File: config.mk
export PLATFORM = sky130hd
export DESIGN_NAME = uart_frame_ctrl_flat
export DESIGN_NICKNAME = d
export VERILOG_FILES = /design/src/rtl/uart_frame_ctrl_if.sv /design/src/rtl/uart_frame_ctrl.sv /design/src/flat_wrapper.sv
export SDC_FILE = /design/constraint.sdc
export NUM_CORES = 1
export LEC_CHECK = 0
export CAP_MARGIN = 20
export CORE_UTILIZATION = 35
export DETAILED_ROUTE_END_ITERATION = 12
export PLACE_DENSITY = 0.53
export SKIP_CTS_REPAIR_TIMING = 1
export SLEW_MARGIN = 20
export SYNTH_ARGS = -nofsm -noshare
export SYNTH_HDL_FRONTEND = slang
export SYNTH_SLANG_ARGS = --single-unit
File: constraint.sdc
create_clock -name clk -period 4.8 [get_ports clk]
set_input_delay 0.96 -clock clk [delete_from_list [all_inputs] [get_ports clk]]
set_output_delay 0.96 -clock clk [all_outputs]
set_load 0.01 [all_outputs]
File: src/rtl/uart_frame_ctrl_if.sv
// Byte-stream input, register-write output and frame status of the UART frame controller.
interface uart_frame_ctrl_if;
  logic [7:0] rxData;
  logic       rxValid;
  logic       regWrReady;
  logic       regWrEn;
  logic [7:0] regAddr;
  logic [7:0] regWrData;
  logic       frameDone;
  logic       frameErr;
  logic [1:0] errCode;
  logic       busy;

  // Frame controller side
  modport slave (
    input  rxData, rxValid, regWrReady,
    output regWrEn, regAddr, regWrData, frameDone, frameErr, errCode, busy
  );

  // Byte source / register file / status observer side
  modport master (
    output rxData, rxValid, regWrReady,
    input  regWrEn, regAddr, regWrData, frameDone, frameErr, errCode, busy
  );
endinterface

File: src/rtl/uart_frame_ctrl.sv
// Frame controller: hunts for SYNC, collects ADDR/LEN/payload/CHK into a buffer,
// and on a good checksum replays the payload as a register-write burst.
module uart_frame_ctrl #(
  parameter int unsigned MAX_LEN        = 16,
  parameter int unsigned TIMEOUT_CYCLES = 100000,
  parameter logic [7:0]  SYNC_BYTE      = 8'hA5
) (
  input logic              clk,
  input logic              resetn,
  uart_frame_ctrl_if.slave bus
);

  localparam int unsigned IDX_W = (MAX_LEN > 1) ? $clog2(MAX_LEN) : 1;
  localparam int unsigned TMO_W = (TIMEOUT_CYCLES > 1) ? $clog2(TIMEOUT_CYCLES) : 1;
  localparam logic [TMO_W-1:0] TMO_LAST = TMO_W'(TIMEOUT_CYCLES - 1);
  localparam logic [8:0]       LEN_MAX  = 9'(MAX_LEN);

  localparam logic [1:0] ERR_OVERRUN = 2'd0;
  localparam logic [1:0] ERR_LEN     = 2'd1;
  localparam logic [1:0] ERR_CHK     = 2'd2;
  localparam logic [1:0] ERR_TMO     = 2'd3;

  typedef enum logic [2:0] {
    S_HUNT, S_GET_ADDR, S_GET_LEN, S_GET_DATA, S_GET_CHK, S_COMMIT
  } state_t;

  state_t     r_state, w_state_nxt;

  logic [7:0] r_buf [MAX_LEN];
  logic [7:0] r_base;
  logic [7:0] r_len;
  logic [7:0] r_idx;
  logic [7:0] r_xor;
  logic [TMO_W-1:0] r_tmo;

  logic       r_wr_en,  w_wr_en_nxt;
  logic [7:0] r_addr,   w_addr_nxt;
  logic [7:0] r_data,   w_data_nxt;
  logic       r_done,   w_done_nxt;
  logic       r_err,    w_err_nxt;
  logic [1:0] r_code,   w_code_nxt;
  logic       r_busy,   w_busy_nxt;

  logic [7:0] w_rx_data;
  logic       w_rx_valid;
  logic       w_wr_ready;
  logic       w_in_frame;
  logic       w_tmo_exp;
  logic       w_len_bad;
  logic       w_chk_ok;
  logic       w_idx_last;
  logic       w_wr_fire;
  logic [7:0] w_idx_inc;

  assign w_rx_data  = bus.rxData;
  assign w_rx_valid = bus.rxValid;
  assign w_wr_ready = bus.regWrReady;

  assign bus.regWrEn   = r_wr_en;
  assign bus.regAddr   = r_addr;
  assign bus.regWrData = r_data;
  assign bus.frameDone = r_done;
  assign bus.frameErr  = r_err;
  assign bus.errCode   = r_code;
  assign bus.busy      = r_busy;

  // Decode terms shared by the next-state and output logic
  assign w_in_frame = (r_state == S_GET_ADDR) || (r_state == S_GET_LEN) ||
                      (r_state == S_GET_DATA) || (r_state == S_GET_CHK);
  assign w_tmo_exp  = w_in_frame && !w_rx_valid && (r_tmo == TMO_LAST);
  assign w_len_bad  = (w_rx_data == 8'h00) || ({1'b0, w_rx_data} > LEN_MAX);
  assign w_chk_ok   = ((r_xor ^ w_rx_data) == 8'h00);
  assign w_idx_last = (r_idx == (r_len - 8'd1));
  assign w_wr_fire  = r_wr_en && w_wr_ready;
  assign w_idx_inc  = r_idx + 8'd1;

  // State and registered outputs
  always_ff @(posedge clk or negedge resetn) begin
    if (!resetn) begin
      r_state <= S_HUNT;
      r_wr_en <= 1'b0;
      r_addr  <= 8'h00;
      r_data  <= 8'h00;
      r_done  <= 1'b0;
      r_err   <= 1'b0;
      r_code  <= 2'd0;
      r_busy  <= 1'b0;
    end else begin
      r_state <= w_state_nxt;
      r_wr_en <= w_wr_en_nxt;
      r_addr  <= w_addr_nxt;
      r_data  <= w_data_nxt;
      r_done  <= w_done_nxt;
      r_err   <= w_err_nxt;
      r_code  <= w_code_nxt;
      r_busy  <= w_busy_nxt;
    end
  end

  // Next-state: a received byte always wins over timeout expiry in the same cycle
  always_comb begin
    w_state_nxt = r_state;
    unique case (r_state)
      S_HUNT: begin
        if (w_rx_valid && (w_rx_data == SYNC_BYTE)) w_state_nxt = S_GET_ADDR;
      end
      S_GET_ADDR: begin
        if (w_rx_valid)     w_state_nxt = S_GET_LEN;
        else if (w_tmo_exp) w_state_nxt = S_HUNT;
      end
      S_GET_LEN: begin
        if (w_rx_valid)     w_state_nxt = w_len_bad ? S_HUNT : S_GET_DATA;
        else if (w_tmo_exp) w_state_nxt = S_HUNT;
      end
      S_GET_DATA: begin
        if (w_rx_valid && w_idx_last) w_state_nxt = S_GET_CHK;
        else if (w_tmo_exp)           w_state_nxt = S_HUNT;
      end
      S_GET_CHK: begin
        if (w_rx_valid)     w_state_nxt = w_chk_ok ? S_COMMIT : S_HUNT;
        else if (w_tmo_exp) w_state_nxt = S_HUNT;
      end
      S_COMMIT: begin
        if (w_wr_fire && w_idx_last) w_state_nxt = S_HUNT;
      end
      default: w_state_nxt = S_HUNT;
    endcase
  end

  // Next output values; write address/data only move when the current write completes
  always_comb begin
    w_wr_en_nxt = 1'b0;
    w_addr_nxt  = r_addr;
    w_data_nxt  = r_data;
    w_done_nxt  = 1'b0;
    w_err_nxt   = 1'b0;
    w_code_nxt  = r_code;
    w_busy_nxt  = (w_state_nxt != S_HUNT);
    if (w_tmo_exp) begin
      w_err_nxt  = 1'b1;
      w_code_nxt = ERR_TMO;
    end
    unique case (r_state)
      S_GET_LEN: begin
        if (w_rx_valid && w_len_bad) begin
          w_err_nxt  = 1'b1;
          w_code_nxt = ERR_LEN;
        end
      end
      S_GET_CHK: begin
        if (w_rx_valid) begin
          if (w_chk_ok) begin
            w_wr_en_nxt = 1'b1;
            w_addr_nxt  = r_base;
            w_data_nxt  = r_buf[0];
          end else begin
            w_err_nxt  = 1'b1;
            w_code_nxt = ERR_CHK;
          end
        end
      end
      S_COMMIT: begin
        if (w_rx_valid) begin
          w_err_nxt  = 1'b1;
          w_code_nxt = ERR_OVERRUN;
        end
        if (w_wr_fire) begin
          if (w_idx_last) begin
            w_done_nxt = 1'b1;
          end else begin
            w_wr_en_nxt = 1'b1;
            w_addr_nxt  = r_base + w_idx_inc;
            w_data_nxt  = r_buf[IDX_W'(w_idx_inc)];
          end
        end else begin
          w_wr_en_nxt = r_wr_en;
        end
      end
      default: ;
    endcase
  end

  // Frame datapath: base, length, index, running XOR and inter-byte timer
  always_ff @(posedge clk or negedge resetn) begin
    if (!resetn) begin
      r_base <= 8'h00;
      r_len  <= 8'h00;
      r_idx  <= 8'h00;
      r_xor  <= 8'h00;
      r_tmo  <= '0;
    end else begin
      if (w_in_frame) begin
        if (w_rx_valid) r_tmo <= '0;
        else            r_tmo <= r_tmo + TMO_W'(1);
      end else begin
        r_tmo <= '0;
      end
      unique case (r_state)
        S_HUNT: begin
          r_xor <= 8'h00;
          r_idx <= 8'h00;
        end
        S_GET_ADDR: begin
          if (w_rx_valid) begin
            r_base <= w_rx_data;
            r_xor  <= r_xor ^ w_rx_data;
          end
        end
        S_GET_LEN: begin
          if (w_rx_valid && !w_len_bad) begin
            r_len <= w_rx_data;
            r_idx <= 8'h00;
            r_xor <= r_xor ^ w_rx_data;
          end
        end
        S_GET_DATA: begin
          if (w_rx_valid) begin
            r_idx <= w_idx_inc;
            r_xor <= r_xor ^ w_rx_data;
          end
        end
        S_GET_CHK: begin
          if (w_rx_valid) r_idx <= 8'h00;
        end
        S_COMMIT: begin
          if (w_wr_fire) r_idx <= w_idx_inc;
        end
        default: ;
      endcase
    end
  end

  // Payload buffer; contents are don't-care out of reset
  always_ff @(posedge clk) begin
    if ((r_state == S_GET_DATA) && w_rx_valid) r_buf[IDX_W'(r_idx)] <= w_rx_data;
  end

endmodule
File: src/flat_wrapper.sv
// flat-port wrapper written by rule: the top's interface ports become plain ports
module uart_frame_ctrl_flat 
#(
  parameter int unsigned MAX_LEN        = 16,
  parameter int unsigned TIMEOUT_CYCLES = 100000,
  parameter logic [7:0]  SYNC_BYTE      = 8'hA5
)
  (clk, resetn, bus_rxData, bus_rxValid, bus_regWrReady, bus_regWrEn, bus_regAddr, bus_regWrData, bus_frameDone, bus_frameErr, bus_errCode, bus_busy);
  uart_frame_ctrl_if bus_i ();
  input logic clk;
  input logic resetn;
  input wire logic [$bits(bus_i.rxData)-1:0] bus_rxData;
  input wire logic [$bits(bus_i.rxValid)-1:0] bus_rxValid;
  input wire logic [$bits(bus_i.regWrReady)-1:0] bus_regWrReady;
  output wire logic [$bits(bus_i.regWrEn)-1:0] bus_regWrEn;
  output wire logic [$bits(bus_i.regAddr)-1:0] bus_regAddr;
  output wire logic [$bits(bus_i.regWrData)-1:0] bus_regWrData;
  output wire logic [$bits(bus_i.frameDone)-1:0] bus_frameDone;
  output wire logic [$bits(bus_i.frameErr)-1:0] bus_frameErr;
  output wire logic [$bits(bus_i.errCode)-1:0] bus_errCode;
  output wire logic [$bits(bus_i.busy)-1:0] bus_busy;
  assign bus_i.rxData = bus_rxData;
  assign bus_i.rxValid = bus_rxValid;
  assign bus_i.regWrReady = bus_regWrReady;
  assign bus_regWrEn = bus_i.regWrEn;
  assign bus_regAddr = bus_i.regAddr;
  assign bus_regWrData = bus_i.regWrData;
  assign bus_frameDone = bus_i.frameDone;
  assign bus_frameErr = bus_i.frameErr;
  assign bus_errCode = bus_i.errCode;
  assign bus_busy = bus_i.busy;
  uart_frame_ctrl #(.MAX_LEN(MAX_LEN), .TIMEOUT_CYCLES(TIMEOUT_CYCLES), .SYNC_BYTE(SYNC_BYTE)) u_core (.clk(clk), .resetn(resetn), .bus(bus_i));
endmodule
==> reports/qor.csv, run 1 <==
stage;metric;value;unit
synthesis;area leader, netlist;edfxtp_1;
sta;setup TNS;0;ns
detailed_routing;WL/cell;20.0;um
detailed_routing;via count;5760;
worst_setup_path;Worst EP arrival;3.88;ns
clock_tree;worst-skew pair later-pin latency;0.52;ns
sta;fin crit share;0.727;
sta;final hold viol count;0;
worst_setup_path;max incr delay on CP;0.57;ns
clock_tree;CTS clk-pin slew, worst paths;0.06;ns
pwr;Sw Ratio;0.215;
clock_tree;clock tree sinks;202;
finish;fillers;2402;
global_route;initial antenna violation count;1;
sta;Clock Skew;0.0218;ns
pwr;Gate power share;0.051;
synthesis;Async SR Flop Fraction;0.366;
finish;share of cells above drive strength 1;0.161;
synthesis;Synth Area in Compound Gates;0.0594;
finish;antenna diode count;0;
synthesis;Unique masters post-synth;65;
floorplanning;Core Box Area;0.0261;mm2
min_path;WHS Path Cells;1;
detailed_routing;Routed Antenna Nets;0;
floorplanning;# IOs;34;
sta;Max Fclk;286;MHz
synthesis;combinational family with the most area after synthesis;simple AND/OR/NAND/NOR gates;
global_route;vias in the first global route;5815;
min_path;Hold Startpoint;u_core.r_tmo[0]$_DFF_PN0_;
finish;post-route cell area;0.0108;mm2
synthesis;Yosys warning total;0;
synthesis;synthesized area per cell;13.3;um2
pwr;pwr/cell area;343;mW/mm2
synthesis;post-synthesis sequential area ratio;0.612;
placement;# port buffers;33;
detailed_routing;Avg Vias per Cell;5.24;
sta;final setup vio count;0;
synthesis;Synth Instances;699;
sta;Slew Limit Fails;0;
floorplanning;DIE WIDTH;165;um
finish;Register Area;0.00570;mm2
synthesis;XOR/XNOR Fraction of Synth Area;0.0395;
pwr;Clk pwr share;0.432;
worst_setup_path;crit path cell chain;ha_1 > xnor2_1 > clkinv_1 > buf_4 > ha_1 > nand3_1 > o211ai_1 > o41ai_1 > mux2i_1 > xnor2_1 > mux2_2;
placement;RD Place Congestion;0.824;
detailed_routing;Pre-Repair DR Iteration Count;5;
detailed_routing;DR iter-0 viols;389;
synthesis;Mapped Area;0.00931;mm2
clock_tree;Max Root-Sink Buffers;3;
worst_setup_path;Setup crit end kind;flip-flop;
clock_tree;root buf cell;clkbuf_16;
worst_setup_path;Worst Path Max Fanout;17;
clock_tree;CTS buffer count;22;
finish;fin cells;1099;
synthesis;Post-synth EDFFs;128;
detailed_routing;DRC;0;
pwr;P_leak;4.01;nW
global_route;first-pass GRT wire length;34.1;mm
min_path;Min-Delay Endpoint;u_core.r_tmo[0]$_DFF_PN0_;
worst_setup_path;WP buf/inv;2;
floorplanning;Die Span Y;165;um
synthesis;top-count cell post-synth;edfxtp_1;
min_path;Hold WC Path Type;reg -> reg;
worst_setup_path;Data required, critical path;5.19;ns
global_route;Overflow after GRT;0;
worst_setup_path;RR Startpoint;u_core.r_idx[1]$_DFFE_PN0P_;
worst_setup_path;startpoint types;flip-flop;
clock_tree;TritonCTS clock tree;built;
worst_setup_path;R2R Path End;u_core.bus.regAddr[7]$_DFFE_PN0P_;
placement;post-DP HPWL;14.6;mm
worst_setup_path;Worst Reg-to-Reg Cells;11;
floorplanning;total die area;0.0273;mm2
pwr;total power;3.69;mW
worst_setup_path;setup slack, reg-to-reg;1.31;ns
synthesis;simple-gate share of the synthesized area;0.129;
global_route;gr usage total;0.168;
job;Max Cap Violations;0;
synthesis;largest cells by area after synthesis;edfxtp_1, dfrtp_1, mux4_2, nand2_1, o21ai_0;
finish;Syn-to-layout area delta;15.5;%
synthesis;Yosys top cell area share;0.413;
placement;DP Area;0.0101;mm2
synthesis;post-synthesis mux area share;0.119;
synthesis;post-synth net total;725;
worst_setup_path;crit path kind;reg -> reg;
pwr;VDD IR max;0.000200;V
pwr;P_int;2.90;mW
synthesis;Synth Area in Adders;0.0196;
clock_tree;H-tree levels;1;
sta;Slew headroom;0.307;
status;outcome;finished clean;
placement;Cells after DPL;1059;
finish;NumNets Final;774;
synthesis;main flop type after synthesis;edfxtp_1;
worst_setup_path;Max stage delay cell, worst path;xnor2_1;
floorplanning;Initial Utilization;0.357;
sta;Final min period;3.49;ns
finish;area of the multi-input gates;0.00341;mm2
sta;RSZ-0062 raised after global routing;false;
floorplanning;row cnt;59;
pwr;sequential share of power;0.517;
synthesis;total of flip-flops plus latches after synthesis;202;
global_route;largest net degree at the start of global routing;75;
sta;slew of the pin with the lowest slew margin;1.03;ns
synthesis;Synth top cells by count;edfxtp_1, nand2_1, dfrtp_1;
pwr;Sw Pwr;795;uW
detailed_routing;Detailed Route WL;21.9;mm
worst_setup_path;Top Family by Delay on Critical Path;adder cells;
power by group through the flow:
stage	Combinational, mW	Clock [mW]	Sequential, mW
floorplan	0.102	0	1.93
global placement	0.185	0	1.94
detailed placement	0.190	0	1.94
CTS	0.191	1.65	1.91
global route	0.209	1.71	1.91
finish	0.188	1.60	1.91
registers in the layout, indices dropped and copies added, names as in the netlist:
name / count
u_core.r_base: 8
u_core.bus.regWrEn: 1
u_core.r_state: 3
u_core.bus.busy: 1
u_core.bus.regWrData: 8
u_core.bus.errCode: 2
u_core.bus.frameErr: 1
u_core.r_tmo: 17
u_core.r_xor: 8
u_core.bus.regAddr: 8
u_core.bus.frameDone: 1
u_core.r_buf: 128
u_core.r_idx: 8
u_core.r_len: 8
layout make-up:
| type | count | share of cell area |
|---|---|---|
| timing repair buffer | 56 | 0.0465 |
| sequential | 202 | 0.530 |
| tap | 335 | 0.0390 |
| clock inverter | 7 | 0.00640 |
| inverter | 13 | 0.00454 |
| clock buffer | 33 | 0.0569 |
| multi-input combinational | 453 | 0.317 |
worst max path at each step:
| stage | from | end | cells past startpoint |
|---|---|---|---|
| 6_report | u_core.r_idx[1]$_DFFE_PN0P_ | u_core.bus.regAddr[7]$_DFFE_PN0P_ | 11 |
| 5_1_grt | u_core.r_idx[1]$_DFFE_PN0P_ | u_core.bus.regAddr[7]$_DFFE_PN0P_ | 11 |
| 4_1_cts | u_core.r_idx[1]$_DFFE_PN0P_ | u_core.bus.regAddr[7]$_DFFE_PN0P_ | 11 |
| 3_5_place_dp | bus_rxData[0] | u_core.r_idx[6]$_DFFE_PN0P_ | 7 |
| 3_3_place_gp | bus_rxData[0] | u_core.r_idx[2]$_DFFE_PN0P_ | 7 |
| 2_1_floorplan | u_core.r_idx[1]$_DFFE_PN0P_ | u_core.bus.regAddr[7]$_DFFE_PN0P_ | 11 |
through the flow:
step | setup WS, ns | util | hold WS [ns]
after floorplan | 1.70 | - | 0.455
after global placement | 1.10 | 0.387 | 0.470
after detailed placement | 1.06 | 0.387 | 0.483
after CTS | 1.29 | 0.413 | 0.490
after global routing | 1.06 | 0.413 | 0.503
final | 1.31 | 0.413 | 0.486
cells by family after synthesis:
family / count (synthesis)
AO/OA/AOI/OAI: 89
buffers and inverters: 44
adder cells (fa/ha/maj): 14
multiplexers: 63
flip-flops: 202
AND/OR/NAND/NOR: 245
XOR/XNOR: 42
layout by cell type (no fill, tap or decap), types with 4 or more instances in the layout:
cell,n
and2_1,6
nor2b_1,7
edfxtp_1,128
a21oi_1,11
clkinv_1,5
o21ai_0,54
xor2_1,28
buf_4,24
nor2_1,55
mux2_2,20
and4_1,4
inv_1,12
clkbuf_1,9
mux4_2,32
clkbuf_16,22
nor3_1,14
nand2_1,90
nand3_1,26
ha_1,13
dfrtp_1,73
xnor2_1,14
nand2b_1,12
nor4_1,4
clkdlybuf4s50_1,32
nand4_1,4
mux2_4,10
metal layers:
metal | vias up | global-route usage | wire length (um)
li1 | 2663 | - | -
met1 | 2911 | 0.234 | 9940
met2 | 151 | 0.269 | 10400
met3 | 33 | 0.0295 | 1190
met4 | 2 | 0.0484 | 394
met5 | - | 0 | 12
(Power assumes the default switching activity.)
==> run 2, diff against run 1 <==
==> constraint.sdc (replaced) <==
create_clock -name clk -period 3.4 [get_ports clk]
set_input_delay 0.68 -clock clk [delete_from_list [all_inputs] [get_ports clk]]
set_output_delay 0.68 -clock clk [all_outputs]
set_load 0.01 [all_outputs]
==> run 2 against run 1 <==
Die area did not move. Sequential cell count did not move. Clock power rose by 52%. Via count rose by 0.40%. Setup slack got worse by 0.92 ns. Count of clock-buffer cells in the layout fell by 5. Design area rose by 2.0%. Hold slack got worse by 0.16 ns. Final cell count rose by 1.7%. Combinational power rose by 45%. Critical path depth fell by 1.
==> reports/qor.csv, run 2 (same netlist as run 1, synthesis figures left out) <==
stage;metric;value;unit
pwr;P_leak;4.14;nW
clock_tree;H-tree levels;1;
detailed_routing;Avg Vias per Cell;5.17;
worst_setup_path;Setup crit end kind;flip-flop;
detailed_routing;Routed Antenna Nets;0;
floorplanning;# IOs;34;
sta;Max Fclk;332;MHz
detailed_routing;WL/cell;19.3;um
global_route;met2 Use GR;0.284;
detailed_routing;DRC;0;
global_route;initial antenna violation count;0;
worst_setup_path;CP endpoint;u_core.bus.regAddr[7]$_DFFE_PN0P_;
clock_tree;TritonCTS clock tree;built;
global_route;first-pass GRT wire length;33.5;mm
worst_setup_path;critical path startpoint;u_core.r_idx[1]$_DFFE_PN0P_;
detailed_routing;Detailed Route WL;21.6;mm
sta;setup TNS;0;ns
worst_setup_path;startpoint types;flip-flop;
sta;final setup vio count;0;
finish;fillers;2339;
pwr;pwr/cell area;492;mW/mm2
sta;Clock Skew;0.0118;ns
floorplanning;Initial Utilization;0.357;
floorplanning;row cnt;59;
status;outcome;finished clean;
placement;RD Place Congestion;0.785;
finish;share of cells above drive strength 1;0.190;
worst_setup_path;RR Startpoint;u_core.r_idx[1]$_DFFE_PN0P_;
clock_tree;CTS buffer count;23;
finish;most frequent cells in the layout;edfxtp_1, nand2_1, dfrtp_1, nor2_1, o21ai_0;
global_route;global route hottest layer;met2;
sta;worst setup margin;0.392;ns
clock_tree;worst-skew pair later-pin latency;0.50;ns
placement;DP Area;0.0102;mm2
finish;commonest non-fill, non-tap cell in the layout;edfxtp_1;
global_route;grt met1 use;0.216;
finish;fin util;0.421;
detailed_routing;DR iter-0 viols;488;
floorplanning;Die Span Y;165;um
sta;Final min period;3.01;ns
global_route;GR Util met3;0.0247;
worst_setup_path;Worst Reg-to-Reg Cells;10;
clock_tree;root buf cell;clkbuf_16;
floorplanning;total die area;0.0273;mm2
clock_tree;Max Root-Sink Buffers;3;
placement;post-DP HPWL;14.2;mm
finish;number of flip-flops in the largest register;128;
sta;Slew headroom;0.359;
sta;RSZ-0062 raised after global routing;false;
worst_setup_path;Worst EP arrival;3.39;ns
finish;Top Registers;u_core.r_buf (128), u_core.r_tmo (17);
global_route;gr usage total;0.165;
sta;slew of the pin with the lowest slew margin;0.962;ns
pwr;VDD IR max;0.000270;V
finish;area of the multi-input gates;0.00341;mm2
clock_tree;CTS clk-pin slew, worst paths;0.06;ns
worst_setup_path;setup slack, reg-to-reg;0.39;ns
job;Max Cap Violations;0;
placement;post-place setup slack;0.328;ns
global_route;Overflow after GRT;0;
detailed_routing;Pre-Repair DR Iteration Count;5;
global_route;vias in the first global route;5914;
detailed_routing;via count;5783;
sta;fin crit share;0.885;
floorplanning;Core Box Area;0.0261;mm2
placement;# port buffers;33;
global_route;largest net degree at the start of global routing;75;
floorplanning;DIE WIDTH;165;um
worst_setup_path;R2R Path End;u_core.bus.regAddr[7]$_DFFE_PN0P_;
finish;NumNets Final;793;
finish;Syn-to-layout area delta;17.8;%
worst_setup_path;Data required, critical path;3.79;ns
worst_setup_path;Worst Path Max Fanout;7;
sta;Slew Limit Fails;0;
clock_tree;clock tree sinks;202;
finish;Largest Register;u_core.r_buf;
sta;hold slack;0.323;ns
finish;antenna diode count;0;
finish;post-route cell area;0.0110;mm2
sta;final hold viol count;0;
finish;Register Area;0.00570;mm2
worst_setup_path;crit path kind;reg -> reg;
min_path;Hold WC Path Type;in -> async;
-- run 2: changes by cell type in the layout (fill, tap and decap cells not counted), sizes merged --
cell | previous run | this run
buf | 24 | 42
clkbuf | 33 | 28
clkinv | 6 | 9
bufinv | 1 | 3
clkinvlp | 1 | 2
-- run 2: area by class of cell --
| type | count | area share |
|---|---|---|
| sequential | 202 | 0.519 |
| tap | 335 | 0.0382 |
| timing repair buffer | 74 | 0.0591 |
| clock buffer | 28 | 0.0551 |
| inverter | 13 | 0.00445 |
| clock inverter | 13 | 0.0130 |
| multi-input combinational | 453 | 0.311 |
-- run 2: per-stage QoR --
step	std cells	total power, mW
2_1_floorplan	699	2.88
3_3_place_gp	1077	3.01
3_5_place_dp	1077	3.02
4_1_cts	1118	5.46
5_1_grt	1118	5.59
6_report	1118	5.40
-- run 2: worst max-delay path: stages, from the launching register on --
cell      delay, ns
dfrtp_1        0.47
ha_1           0.31
nand3_1        0.28
xnor2_1        0.31
ha_1           0.34
nand3_1        0.11
o211ai_1       0.10
o41ai_1        0.37
mux2i_1        0.26
xnor2_1        0.08
mux2_2         0.26
-- run 2: worst min path at each step --
stage                                          from                      endpoint
after floorplan                              resetn     u_core.bus.busy$_DFF_PN0_
after CTS                                    resetn  u_core.r_base[5]$_DFFE_PN0P_
after detailed placement  u_core.r_tmo[0]$_DFF_PN0_     u_core.r_tmo[0]$_DFF_PN0_
final                                        resetn  u_core.r_base[2]$_DFFE_PN0P_
after global placement    u_core.r_tmo[0]$_DFF_PN0_     u_core.r_tmo[0]$_DFF_PN0_
after global routing                         resetn  u_core.r_base[4]$_DFFE_PN0P_
-- run 2: metal layers --
layer / vias up / routed length [um]
li1: 2706 / -
met1: 2905 / 9530
met2: 142 / 10700
met3: 30 / 893
met4: 0 / 446
met5: - / 0
-- run 2: where the power goes --
group | total, mW | switching (mW) | leakage, nW | internal, mW
combinational | 0.272 | 0.152 | 1.61 | 0.120
clock | 2.43 | 0.946 | 0.365 | 1.49
sequential | 2.69 | 0.0386 | 2.17 | 2.65
total | 5.40 | 1.14 | 4.14 | 4.26
==> run 3, diff against run 2 <==
--- a/config.mk
+++ b/config.mk
@@ -6,6 +6,7 @@
 export NUM_CORES = 1
 export LEC_CHECK = 0
 export CAP_MARGIN = 20
+export CORE_ASPECT_RATIO = 0.75
 export CORE_UTILIZATION = 35
 export DETAILED_ROUTE_END_ITERATION = 12
 export PLACE_DENSITY = 0.53
==> run 3 against run 2 <==
Global-route usage rose by 0.38 points. Wire length is 2.9% higher. Hold slack lost 0.0024 ns. Critical path type unchanged. Critical endpoint unchanged.
==> reports/qor.csv, run 3 (same netlist as run 1, synthesis figures left out) <==
stage;metric;value;unit
global_route;first-pass GRT wire length;34.9;mm
sta;Max Fclk;324;MHz
floorplanning;Initial Utilization;0.358;
detailed_routing;Avg Vias per Cell;5.22;
detailed_routing;Pre-Repair DR Iteration Count;4;
floorplanning;row cnt;51;
pwr;P_leak;4.10;nW
clock_tree;worst-skew pair later-pin latency;0.50;ns
clock_tree;H-tree levels;1;
sta;Slew headroom;0.362;
global_route;initial antenna violation count;0;
placement;post-DP HPWL;15.2;mm
sta;Slew Limit Fails;0;
clock_tree;root buf cell;clkbuf_16;
min_path;Hold WC Path Type;in -> async;
clock_tree;Max Root-Sink Buffers;3;
finish;share of cells above drive strength 1;0.183;
detailed_routing;via count;5878;
finish;commonest non-fill, non-tap cell in the layout;edfxtp_1;
global_route;gr usage total;0.169;
worst_setup_path;Setup crit end kind;flip-flop;
sta;fin crit share;0.906;
sta;RSZ-0062 raised after global routing;false;
sta;setup TNS;0;ns
detailed_routing;Detailed Route WL;22.2;mm
clock_tree;CTS clk-pin slew, worst paths;0.06;ns
floorplanning;DIE WIDTH;190;um
floorplanning;# IOs;34;
pwr;VDD IR max;0.000249;V
placement;RD Place Congestion;0.783;
sta;final hold viol count;0;
pwr;P_int;4.09;mW
global_route;Overflow after GRT;0;
global_route;vias in the first global route;6020;
pwr;pwr/cell area;477;mW/mm2
placement;# port buffers;33;
finish;antenna diode count;0;
finish;Syn-to-layout area delta;17.2;%
pwr;Sw Pwr;1.12;mW
finish;Top Registers;u_core.r_buf (128), u_core.r_tmo (17);
worst_setup_path;crit path cell chain;ha_1 > nand3_1 > xnor2_1 > ha_1 > nand3_1 > o211ai_1 > o41ai_1 > mux2i_1 > xnor2_1 > mux2_2;
job;Max Cap Violations;0;
finish;fillers;2375;
sta;Clock Skew;0.0119;ns
sta;final setup vio count;0;
sta;slew of the pin with the lowest slew margin;0.957;ns
clock_tree;CTS buffer count;22;
finish;most frequent cells in the layout;edfxtp_1, nand2_1, dfrtp_1, nor2_1, o21ai_0;
worst_setup_path;Worst Path Max Fanout;7;
sta;Final min period;3.08;ns
floorplanning;total die area;0.0273;mm2
finish;number of flip-flops in the largest register;128;
pwr;Sw Ratio;0.215;
worst_setup_path;Worst EP arrival;3.47;ns
floorplanning;Core Box Area;0.0260;mm2
detailed_routing;DRC;0;
pwr;Gate power share;0.054;
clock_tree;clock tree sinks;202;
worst_setup_path;max incr delay on CP;0.48;ns
worst_setup_path;startpoint types;flip-flop;
detailed_routing;DR iter-0 viols;370;
clock_tree;TritonCTS clock tree;built;
worst_setup_path;Max stage delay cell, worst path;dfrtp_1;
status;outcome;finished clean;
detailed_routing;Routed Antenna Nets;0;
detailed_routing;WL/cell;19.7;um
floorplanning;Die Span Y;143;um
pwr;Clk pwr share;0.430;
pwr;sequential share of power;0.517;
finish;NumNets Final;792;
global_route;largest net degree at the start of global routing;75;
sta;hold slack;0.320;ns
finish;Largest Register;u_core.r_buf;
worst_setup_path;crit path kind;reg -> reg;
worst_setup_path;Data required, critical path;3.79;ns
-- run 3: changes by cell type in the layout (fill, tap and decap cells not counted) --
cell / previous run / this run
clkbuf_8: 1 / 0
clkbuf_1: 4 / 7
bufinv_16: 3 / 1
clkinv_2: 6 / 3
clkinv_1: 3 / 5
-- run 3: metal layers --
layer  track usage  vias up  part of all wire
li1              -     2713                 -
met1         0.241     2996              0.47
met2         0.268      144              0.46
met3        0.0307       25             0.060
met4        0.0341        0             0.015
met5             0        -                 0
-- run 3: cell type report --
cell class                 count  area, um2  area share
tap                          344        430      0.0395
multi-input combinational    453       3410       0.312
inverter                      13       48.8     0.00447
clock buffer                  30        602      0.0552
clock inverter                10       75.1     0.00688
sequential                   202       5700       0.522
timing repair buffer          74        648      0.0594
-- run 3: power by group through the flow --
stage	registers, mW	clock network [mW]	logic [mW]
after floorplan	2.73	0	0.143
after detailed placement	2.74	0	0.281
final	2.69	2.24	0.279
after global placement	2.74	0	0.272
after CTS	2.69	2.29	0.283
after global routing	2.69	2.38	0.311
-- run 3: worst max-delay path, delay by kind of cell, from the launching register on --
kind | cells | cell delay, ns
AND/OR/NAND/NOR | 2 | 0.40
adder cells (fa/ha/maj) | 2 | 0.66
flip-flops | 1 | 0.48
AO/OA/AOI/OAI | 2 | 0.53
multiplexers | 2 | 0.53
XOR/XNOR | 2 | 0.37
-- run 3: through the flow --
stage               setup slack [ns]  total power, mW  utilization  std cells  area [um2]
finish                         0.318             5.21        0.419       1126       10900
CTS                            0.338             5.26        0.419       1126       10900
detailed placement             0.275             3.02        0.393       1086       10200
global placement               0.283             3.01        0.393       1086       10200
global route                   0.137             5.38        0.419       1126       10900
floorplan                      0.303             2.88            -        699        9310
-- run 3: final timing paths --
path | from | endpoint | slack, ns | cells after the start
min in group clk | u_core.r_tmo[0]$_DFF_PN0_ | u_core.r_tmo[0]$_DFF_PN0_ | 0.49 | 1
setup / recovery | u_core.r_idx[1]$_DFFE_PN0P_ | u_core.bus.regAddr[7]$_DFFE_PN0P_ | 0.32 | 10
hold reg to reg | u_core.r_tmo[0]$_DFF_PN0_ | u_core.r_tmo[0]$_DFF_PN0_ | 0.49 | 1
max in group asynchronous | resetn | u_core.r_idx[0]$_DFFE_PN0P_ | 2.40 | 1
hold / removal | resetn | u_core.bus.regWrData[2]$_DFFE_PN0P_ | 0.32 | 1
setup reg to reg | u_core.r_idx[1]$_DFFE_PN0P_ | u_core.bus.regAddr[7]$_DFFE_PN0P_ | 0.32 | 10
